[src/rtl/vga_display_scaled.sv]
// vga_display_scaled: framebuffer-to-VGA display stage.
//   Places a C_IMG_COLS x C_IMG_ROWS image at screen origin (C_ORG_COL, C_ORG_ROW).
//   The image is upscaled x1/x2/x4/x8 by pixel and line replication.
//   Framebuffer addresses come from counters only (no multipliers).
//   Colour and syncs leave exactly one pixel period after the pixel's inputs.
// Ports:
//   rst, clk            async active-high reset, system clock
//   new_pxl             one-clk strobe per pixel period
//   visible/hsync/vsync timing from the sync generator
//   col, row            current screen position
//   rgbmode             1 = RGB444 decode, 0 = grayscale from frame_pixel[7:4]
//   scale               0..3 -> x1/x2/x4/x8, sampled at pixel (0,0)
//   frame_pixel         RAM read data
//   frame_addr          RAM read address (registered)
//   vga_red/green/blue  registered colour
//   vga_hsync/vsync     syncs aligned with the colour outputs
// Build option: define VGA_DISP_BORDER_EN to draw a white 1-pixel frame around the window.
module vga_display_scaled #(
  parameter int              C_IMG_COLS     = 80,
  parameter int              C_IMG_ROWS     = 60,
  parameter int              C_NB_IMG_PXLS  = 13,
  parameter int              C_NB_BUF_RED   = 4,
  parameter int              C_NB_BUF_GREEN = 4,
  parameter int              C_NB_BUF_BLUE  = 4,
  parameter int              C_NB_BUF       = C_NB_BUF_RED + C_NB_BUF_GREEN + C_NB_BUF_BLUE,
  parameter int              C_ORG_COL      = 0,
  parameter int              C_ORG_ROW      = 0,
  parameter logic [11:0]     C_BG_RGB       = 12'h9DC,
  parameter int              C_MEM_LAT      = 1
) (
  input  logic                     rst,
  input  logic                     clk,
  input  logic                     new_pxl,
  input  logic                     visible,
  input  logic                     hsync,
  input  logic                     vsync,
  input  logic [9:0]               col,
  input  logic [9:0]               row,
  input  logic                     rgbmode,
  input  logic [1:0]               scale,
  input  logic [C_NB_BUF-1:0]      frame_pixel,
  output logic [C_NB_IMG_PXLS-1:0] frame_addr,
  output logic [3:0]               vga_red,
  output logic [3:0]               vga_green,
  output logic [3:0]               vga_blue,
  output logic                     vga_hsync,
  output logic                     vga_vsync
);

  localparam logic [11:0] ORG_C = 12'(C_ORG_COL);
  localparam logic [11:0] ORG_R = 12'(C_ORG_ROW);
  localparam logic [C_NB_IMG_PXLS-1:0] IMG_COLS = C_NB_IMG_PXLS'(C_IMG_COLS);

  logic [1:0]               scale_q, scale_d;
  logic [2:0]               x_sub_q, x_sub_d, y_sub_q, y_sub_d;
  logic [C_NB_IMG_PXLS-1:0] x_img_q, x_img_d, line_base_q, line_base_d;
  logic [C_NB_IMG_PXLS-1:0] addr_q, addr_d;
  logic                     win_q, win_d, vis_q, vis_d, hs_q, hs_d, vs_q, vs_d;
  logic [3:0]               red_q, red_d, grn_q, grn_d, blu_q, blu_d;
  logic                     ohs_q, ohs_d, ovs_q, ovs_d;

  // Window geometry: offsets are 12-bit two's complement so bit 11 flags
  // "left of / above the origin" without a constant compare against zero.
  logic [10:0] win_w, win_h;
  logic [11:0] col_off, row_off;
  logic        col_in, row_in, in_win, col_last;
  logic [2:0]  s_m1;

  assign win_w    = 11'(C_IMG_COLS) << scale_q;
  assign win_h    = 11'(C_IMG_ROWS) << scale_q;
  assign col_off  = {2'b00, col} - ORG_C;
  assign row_off  = {2'b00, row} - ORG_R;
  assign col_in   = !col_off[11] && (col_off[10:0] < win_w);
  assign row_in   = !row_off[11] && (row_off[10:0] < win_h);
  assign in_win   = col_in && row_in;
  assign col_last = col_in && (col_off[10:0] == win_w - 11'd1);
  assign s_m1     = 3'((4'd1 << scale_q) - 4'd1);

`ifdef VGA_DISP_BORDER_EN
  // Outline one pixel outside the window; offset -1 only exists when origin >= 1.
  logic col_edge, row_edge, col_span, row_span, border, bord_q, bord_d;
  assign col_edge = (col_off == 12'hFFF) || (!col_off[11] && col_off[10:0] == win_w);
  assign row_edge = (row_off == 12'hFFF) || (!row_off[11] && row_off[10:0] == win_h);
  assign col_span = (col_off == 12'hFFF) || (!col_off[11] && col_off[10:0] <= win_w);
  assign row_span = (row_off == 12'hFFF) || (!row_off[11] && row_off[10:0] <= win_h);
  assign border   = (col_edge && row_span) || (row_edge && col_span);
`endif

  always_comb begin
    scale_d     = scale_q;
    x_sub_d     = x_sub_q;
    x_img_d     = x_img_q;
    y_sub_d     = y_sub_q;
    line_base_d = line_base_q;
    addr_d      = addr_q;
    win_d = win_q; vis_d = vis_q; hs_d = hs_q; vs_d = vs_q;
    red_d = red_q; grn_d = grn_q; blu_d = blu_q;
    ohs_d = ohs_q; ovs_d = ovs_q;
`ifdef VGA_DISP_BORDER_EN
    bord_d = bord_q;
`endif
    if (new_pxl) begin
      // New scale only steers the pixels after (0,0).
      if (row == 10'd0 && col == 10'd0) scale_d = scale;

      if (!col_in) begin
        x_sub_d = '0;
        x_img_d = '0;
      end else if (in_win) begin
        addr_d = line_base_q + x_img_q;
        if (x_sub_q == s_m1) begin
          x_sub_d = '0;
          x_img_d = x_img_q + 1'b1;
        end else begin
          x_sub_d = x_sub_q + 3'd1;
        end
      end

      if (!row_in) begin
        y_sub_d     = '0;
        line_base_d = '0;
      end else if (in_win && col_last) begin
        if (y_sub_q == s_m1) begin
          y_sub_d     = '0;
          line_base_d = line_base_q + IMG_COLS;
        end else begin
          y_sub_d = y_sub_q + 3'd1;
        end
      end

      // Output stage: previous pixel's attributes plus the RAM word it fetched.
      ohs_d = hs_q;
      ovs_d = vs_q;
      if (!vis_q) begin
        {red_d, grn_d, blu_d} = 12'h000;
      end else if (win_q) begin
        if (rgbmode) begin
          red_d = frame_pixel[C_NB_BUF-1 -: 4];
          grn_d = frame_pixel[C_NB_BUF_BLUE+C_NB_BUF_GREEN-1 -: 4];
          blu_d = frame_pixel[C_NB_BUF_BLUE-1 -: 4];
        end else begin
          red_d = frame_pixel[7:4];
          grn_d = frame_pixel[7:4];
          blu_d = frame_pixel[7:4];
        end
`ifdef VGA_DISP_BORDER_EN
      end else if (bord_q) begin
        {red_d, grn_d, blu_d} = 12'hFFF;
`endif
      end else begin
        {red_d, grn_d, blu_d} = C_BG_RGB;
      end

      win_d = in_win; vis_d = visible; hs_d = hsync; vs_d = vsync;
`ifdef VGA_DISP_BORDER_EN
      bord_d = border;
`endif
    end
  end

  always_ff @(posedge clk or posedge rst) begin
    if (rst) begin
      scale_q <= '0; x_sub_q <= '0; x_img_q <= '0; y_sub_q <= '0;
      line_base_q <= '0; addr_q <= '0;
      win_q <= 1'b0; vis_q <= 1'b0; hs_q <= 1'b1; vs_q <= 1'b1;
      red_q <= '0; grn_q <= '0; blu_q <= '0;
      ohs_q <= 1'b1; ovs_q <= 1'b1;
`ifdef VGA_DISP_BORDER_EN
      bord_q <= 1'b0;
`endif
    end else begin
      scale_q <= scale_d; x_sub_q <= x_sub_d; x_img_q <= x_img_d; y_sub_q <= y_sub_d;
      line_base_q <= line_base_d; addr_q <= addr_d;
      win_q <= win_d; vis_q <= vis_d; hs_q <= hs_d; vs_q <= vs_d;
      red_q <= red_d; grn_q <= grn_d; blu_q <= blu_d;
      ohs_q <= ohs_d; ovs_q <= ovs_d;
`ifdef VGA_DISP_BORDER_EN
      bord_q <= bord_d;
`endif
    end
  end

  assign frame_addr = addr_q;
  assign vga_red    = red_q;
  assign vga_green  = grn_q;
  assign vga_blue   = blu_q;
  assign vga_hsync  = ohs_q;
  assign vga_vsync  = ovs_q;

endmodule

[config.mk]
export PLATFORM = sky130hd
export DESIGN_NAME = vga_display_scaled
export DESIGN_NICKNAME = d
export VERILOG_FILES = /design/src/rtl/vga_display_scaled.sv
export SDC_FILE = /design/constraint.sdc
export NUM_CORES = 1
export LEC_CHECK = 0
export ABC_AREA = 1
export CORE_AREA = 3 3 96 98
export CTS_BUF_LIST = sky130_fd_sc_hd__clkbuf_16
export DETAILED_ROUTE_END_ITERATION = 10
export DIE_AREA = 0 0 99 101
export DONT_BUFFER_PORTS = 1
export PLACE_DENSITY_LB_ADDON = 0.3
export SETUP_SLACK_MARGIN = 0.05
export SLEW_MARGIN = 20
export SYNTH_ARGS = -nofsm -noshare
export SYNTH_HDL_FRONTEND = slang
export SYNTH_SLANG_ARGS = --single-unit
[constraint.sdc]
create_clock -name clk -period 2.55 [get_ports clk]
set_input_delay 0.1275 -clock clk [delete_from_list [all_inputs] [get_ports clk]]
set_output_delay 0.1275 -clock clk [all_outputs]
set_load 0.02 [all_outputs]
==> impl_metrics.csv <==
group,metric,value,unit
floorplan,dieArea,9999,um2
critical_path,cp.required,2.77,ns
synth,synth_top_area_share,34.33,%
sta,rsz0062_at_grt,"yes",
synth,synth_sequential_area_ratio,36.86,%
global_route,number_of_antenna_violations_at_the_first_check_in_global_routing,0,
global_route,grt_util_all_layers,20.32,%
final_layout,antenna_cells,0,
sta,timing.final.crit_share,92.13,%
placed_design,globalplace.congestion,0.8922,
clocking,clk_buf_depth,2,
worst_hold_path,worstHoldPathType,"primary input to register",
floorplan,num_rows,34,
floorplan,die_h,101,um
final_layout,num-fill-cells,774,
sta,slew_headroom,53.05,%
placed_design,place.detailed.instances,639,
final_layout,finalNonFillerCells,676,
sta,skew,0.007221,ns
floorplan,fp.dieW,99,um
synth,ys_ff_latch,61,
critical_path,critical_path.startpoint_type,"register",
sta,report.final.hold_viol_count,0,
clocking,numCtsBuffers,9,
run_status,run_status,"finished, final reports clean",
final_layout,area.growth.synth_to_final,16.86,%
sta,setup-violations-final,0,
synth,netlist_area,4155,um2
flow_run,timing.max_cap.violations,0,
synth,number_of_standard_cells_after_synthesis,533,
worst_hold_path,holdPathEnd,"vga_green[3]$_DFFE_PP0P_",
critical_path,reg2regPathDepth,14,
final_layout,final_net_count,635,
route,route.vias.total,3575,
route,wl_met1,4237,um
clocking,clock-root-buffer,"sky130_fd_sc_hd__clkbuf_16",
power_and_ir_drop,max-vdd-ir-drop,335.3,uV
placed_design,dp.final_hpwl,6989,um
worst_hold_path,min-delay-start,"frame_pixel[7]",
route,met2WireLength,4794,um
worst_hold_path,hold-path-cell-count,2,
critical_path,reg2reg_to,"x_img_q[7]$_DFFE_PP0P_",
route,top_metal_layer_carrying_routed_signals,"met4",
placed_design,io_buffers,0,
route,drt-vias-per-instance,5.288,
clocking,h-tree-depth,3,
route,antenna_violating_nets_post_route,0,
sta,post-route-min-period,2.349,ns
placed_design,placed_area,4269,um2
critical_path,rrSetupSlack,0.20,ns
clocking,worst_skew_pair.late_latency,0.33,ns
route,wl,9670,um
final_layout,drive_above_1_share,15.85,%
route,detailroute.wirelength.met3,506,um
critical_path,timing.critical_path.from,"scale_q[1]$_DFFE_PP0P_",
synth,yosysTopAreaCell,"sky130_fd_sc_hd__dfrtp_1",
sta,hold-worst-slack,0.01497,ns
final_layout,mostFrequentLayoutCells,"153 x sky130_fd_sc_hd__nand2_1, 56 x sky130_fd_sc_hd__dfrtp_1, 51 x sky130_fd_sc_hd__inv_1",
critical_path,cp-end-kind,"register",
route,drtPass1Iterations,6,
route,number_of_violations_reported_at_the_end_of_detailed_routing_iteration_0,148,
floorplan,core_area,8551,um2
route,wl_per_cell,14.30,um
final_layout,mostFrequentLayoutCell,"sky130_fd_sc_hd__nand2_1",
global_route,grt_pass1_wl,16480,um
critical_path,worst_r2r_src,"scale_q[1]$_DFFE_PP0P_",
critical_path,crit_type,"register to register",
global_route,first_global_vias,3634,
sta,report.final.slew_viol_count,0,
synth,synthTopCellsByArea,"sky130_fd_sc_hd__dfrtp_1 34%, sky130_fd_sc_hd__nand2_1 14%, sky130_fd_sc_hd__ha_1 9.3%, sky130_fd_sc_hd__inv_1 4.7%, sky130_fd_sc_hd__nor2_1 4.2%",
sta,final.setup.tns,0,ns
sta,worstMarginPinSlew,0.7032,ns
final_layout,finalInstanceArea,4856,um2
clocking,cts_clock_pin_slew_for_the_worst_setup_and_hold_paths,0.05,ns
route,detail_route.drc_violations,0,
clocking,clock_sink_count,61,
global_route,grt_start_max_net_pins,33,
power_and_ir_drop,leakage,2.372,nW
floorplan,design.portCount,68,
synth,syn_nets,605,
power_and_ir_drop,power.density_cell_area,551.5,nW/um2
global_route,grt_overflow,0,
clocking,tritoncts,"built",
critical_path,arrival,2.57,ns
floorplan,start_util,48.60,%
sta,achievable-frequency,425.7,MHz
synth,ys_warn_count,0,
synth,synthesis.area_per_instance,7.796,um2
critical_path,path_max_fanout,12,
synth,synth.lib_cells_used.distinct,39,
## worst max-delay path, stage by stage (launching register included)
cell                      delay, ns
sky130_fd_sc_hd__dfrtp_1       0.41
sky130_fd_sc_hd__inv_1         0.13
sky130_fd_sc_hd__ha_2          0.24
sky130_fd_sc_hd__inv_1         0.09
sky130_fd_sc_hd__ha_1          0.31
sky130_fd_sc_hd__inv_1         0.07
sky130_fd_sc_hd__nor3_2        0.16
sky130_fd_sc_hd__nand2_2       0.09
sky130_fd_sc_hd__nand3_4       0.15
sky130_fd_sc_hd__nand2_2       0.09
sky130_fd_sc_hd__o21ai_4       0.08
sky130_fd_sc_hd__buf_12        0.16
sky130_fd_sc_hd__nand2_8       0.10
sky130_fd_sc_hd__nand2_1       0.10
sky130_fd_sc_hd__o21ai_2       0.05
## worst max path at each step
| stage | to | slack (ns) |
|---|---|---|
| detailed placement | x_img_q[7]$_DFFE_PP0P_ | 0.03 |
| finish | x_img_q[7]$_DFFE_PP0P_ | 0.20 |
| CTS | line_base_q[8]$_DFFE_PP0P_ | 0.05 |
| global route | x_img_q[9]$_DFFE_PP0P_ | 0.007 |
| floorplan | frame_addr[7]$_DFFE_PP0P_ | 0.25 |
| global placement | x_img_q[7]$_DFFE_PP0P_ | 0.12 |
## registers in the layout, summed over array words and instances, names as in the netlist
register     flops
y_sub_q          3
vga_vsync        1
vs_q             1
hs_q             1
frame_addr      13
x_sub_q          3
x_img_q         13
win_q            1
vga_hsync        1
line_base_q      9
vis_q            1
vga_blue         4
vga_green        4
vga_red          4
scale_q          2
## power breakdown
part / total, W / switching [W] / internal, W / leakage (nW)
registers: 0.00112 / 0.0000938 / 0.00103 / 0.815
logic: 0.000288 / 0.000175 / 0.000113 / 1.40
clock network: 0.00127 / 0.000430 / 0.000840 / 0.155
total: 0.00268 / 0.000698 / 0.00198 / 2.37
## cell families after synthesis
group / after synthesis / share of synthesized area (%)
xor gates and xnor gates: 26 / 5.661
DFF: 61 / 36.86
buffers and inverters: 67 / 7.196
adders and majority gates: 31 / 9.334
AOI/OAI and AO/OA: 66 / 10.39
and+or+nand+nor: 282 / 30.56
## what timing repair did
item,4_1_cts,5_1_grt
resized for setup,2,12
endpoints found under the hold margin,53,0
pin swaps,0,3
buffers inserted,0,4
hold buffers,16,0
endpoints found under the setup margin,16,40
gates cloned,0,1
## Yosys cell counts
cell type,count
sky130_fd_sc_hd__nand2_1,154
sky130_fd_sc_hd__dfrtp_1,57
sky130_fd_sc_hd__inv_1,52
sky130_fd_sc_hd__nor2_1,47
sky130_fd_sc_hd__ha_1,31
sky130_fd_sc_hd__nand3_1,25
sky130_fd_sc_hd__o21ai_0,23
sky130_fd_sc_hd__a21oi_1,17
sky130_fd_sc_hd__o21ai_2,17
sky130_fd_sc_hd__nand2_2,15
sky130_fd_sc_hd__nand4_1,15
sky130_fd_sc_hd__xor2_1,13
sky130_fd_sc_hd__xnor2_1,12
sky130_fd_sc_hd__nor3_1,8
sky130_fd_sc_hd__buf_6,6
sky130_fd_sc_hd__dfstp_2,4
sky130_fd_sc_hd__inv_2,4
sky130_fd_sc_hd__or2_2,4
sky130_fd_sc_hd__a211oi_1,3
sky130_fd_sc_hd__clkbuf_1,3
sky130_fd_sc_hd__buf_2,2
sky130_fd_sc_hd__nand3_2,2
sky130_fd_sc_hd__nor2_4,2
sky130_fd_sc_hd__nor4_1,2
sky130_fd_sc_hd__a21o_1,1
sky130_fd_sc_hd__a21oi_4,1
sky130_fd_sc_hd__and3_4,1
sky130_fd_sc_hd__nand2_4,1
sky130_fd_sc_hd__nand3_4,1
sky130_fd_sc_hd__nand3b_1,1
sky130_fd_sc_hd__nor2_2,1
sky130_fd_sc_hd__nor3_4,1
sky130_fd_sc_hd__o21a_1,1
sky130_fd_sc_hd__o21ai_1,1
sky130_fd_sc_hd__o21ai_4,1
sky130_fd_sc_hd__o21bai_1,1
sky130_fd_sc_hd__or2_0,1
sky130_fd_sc_hd__or2_1,1
sky130_fd_sc_hd__xor2_2,1
## metrics by stage
stage	utilization (%)	total power [W]	setup slack [ns]
after global placement	49.93	0.001361	0.1249
after CTS	55.55	0.002681	0.05068
after global routing	56.79	0.002791	0.007442
final	56.79	0.002678	0.2008
after detailed placement	49.93	0.001371	0.02735
after floorplan	-	0.001323	0.2546
## routing by layer
| layer | GRT usage [%] | up-vias |
|---|---|---|
| met5 | 0 | - |
| met4 | 5.882 | 0 |
| met3 | 5.675 | 15 |
| met2 | 36.11 | 92 |
| met1 | 23.92 | 1690 |
| li1 | - | 1778 |
## area by class of cell
| type | count | area [um2] | area share (%) |
|---|---|---|---|
| repair buffers | 29 | 270.3 | 5.566 |
| clock buffers | 9 | 225.2 | 4.638 |
| clock inverters | 7 | 81.33 | 1.675 |
| well taps | 108 | 135.1 | 2.783 |
| multi-input cells | 406 | 2401 | 49.45 |
| flip-flops and latches | 61 | 1533 | 31.56 |
| inverters | 56 | 210.2 | 4.329 |
No activity file was read; power rests on OpenSTA's default activity.
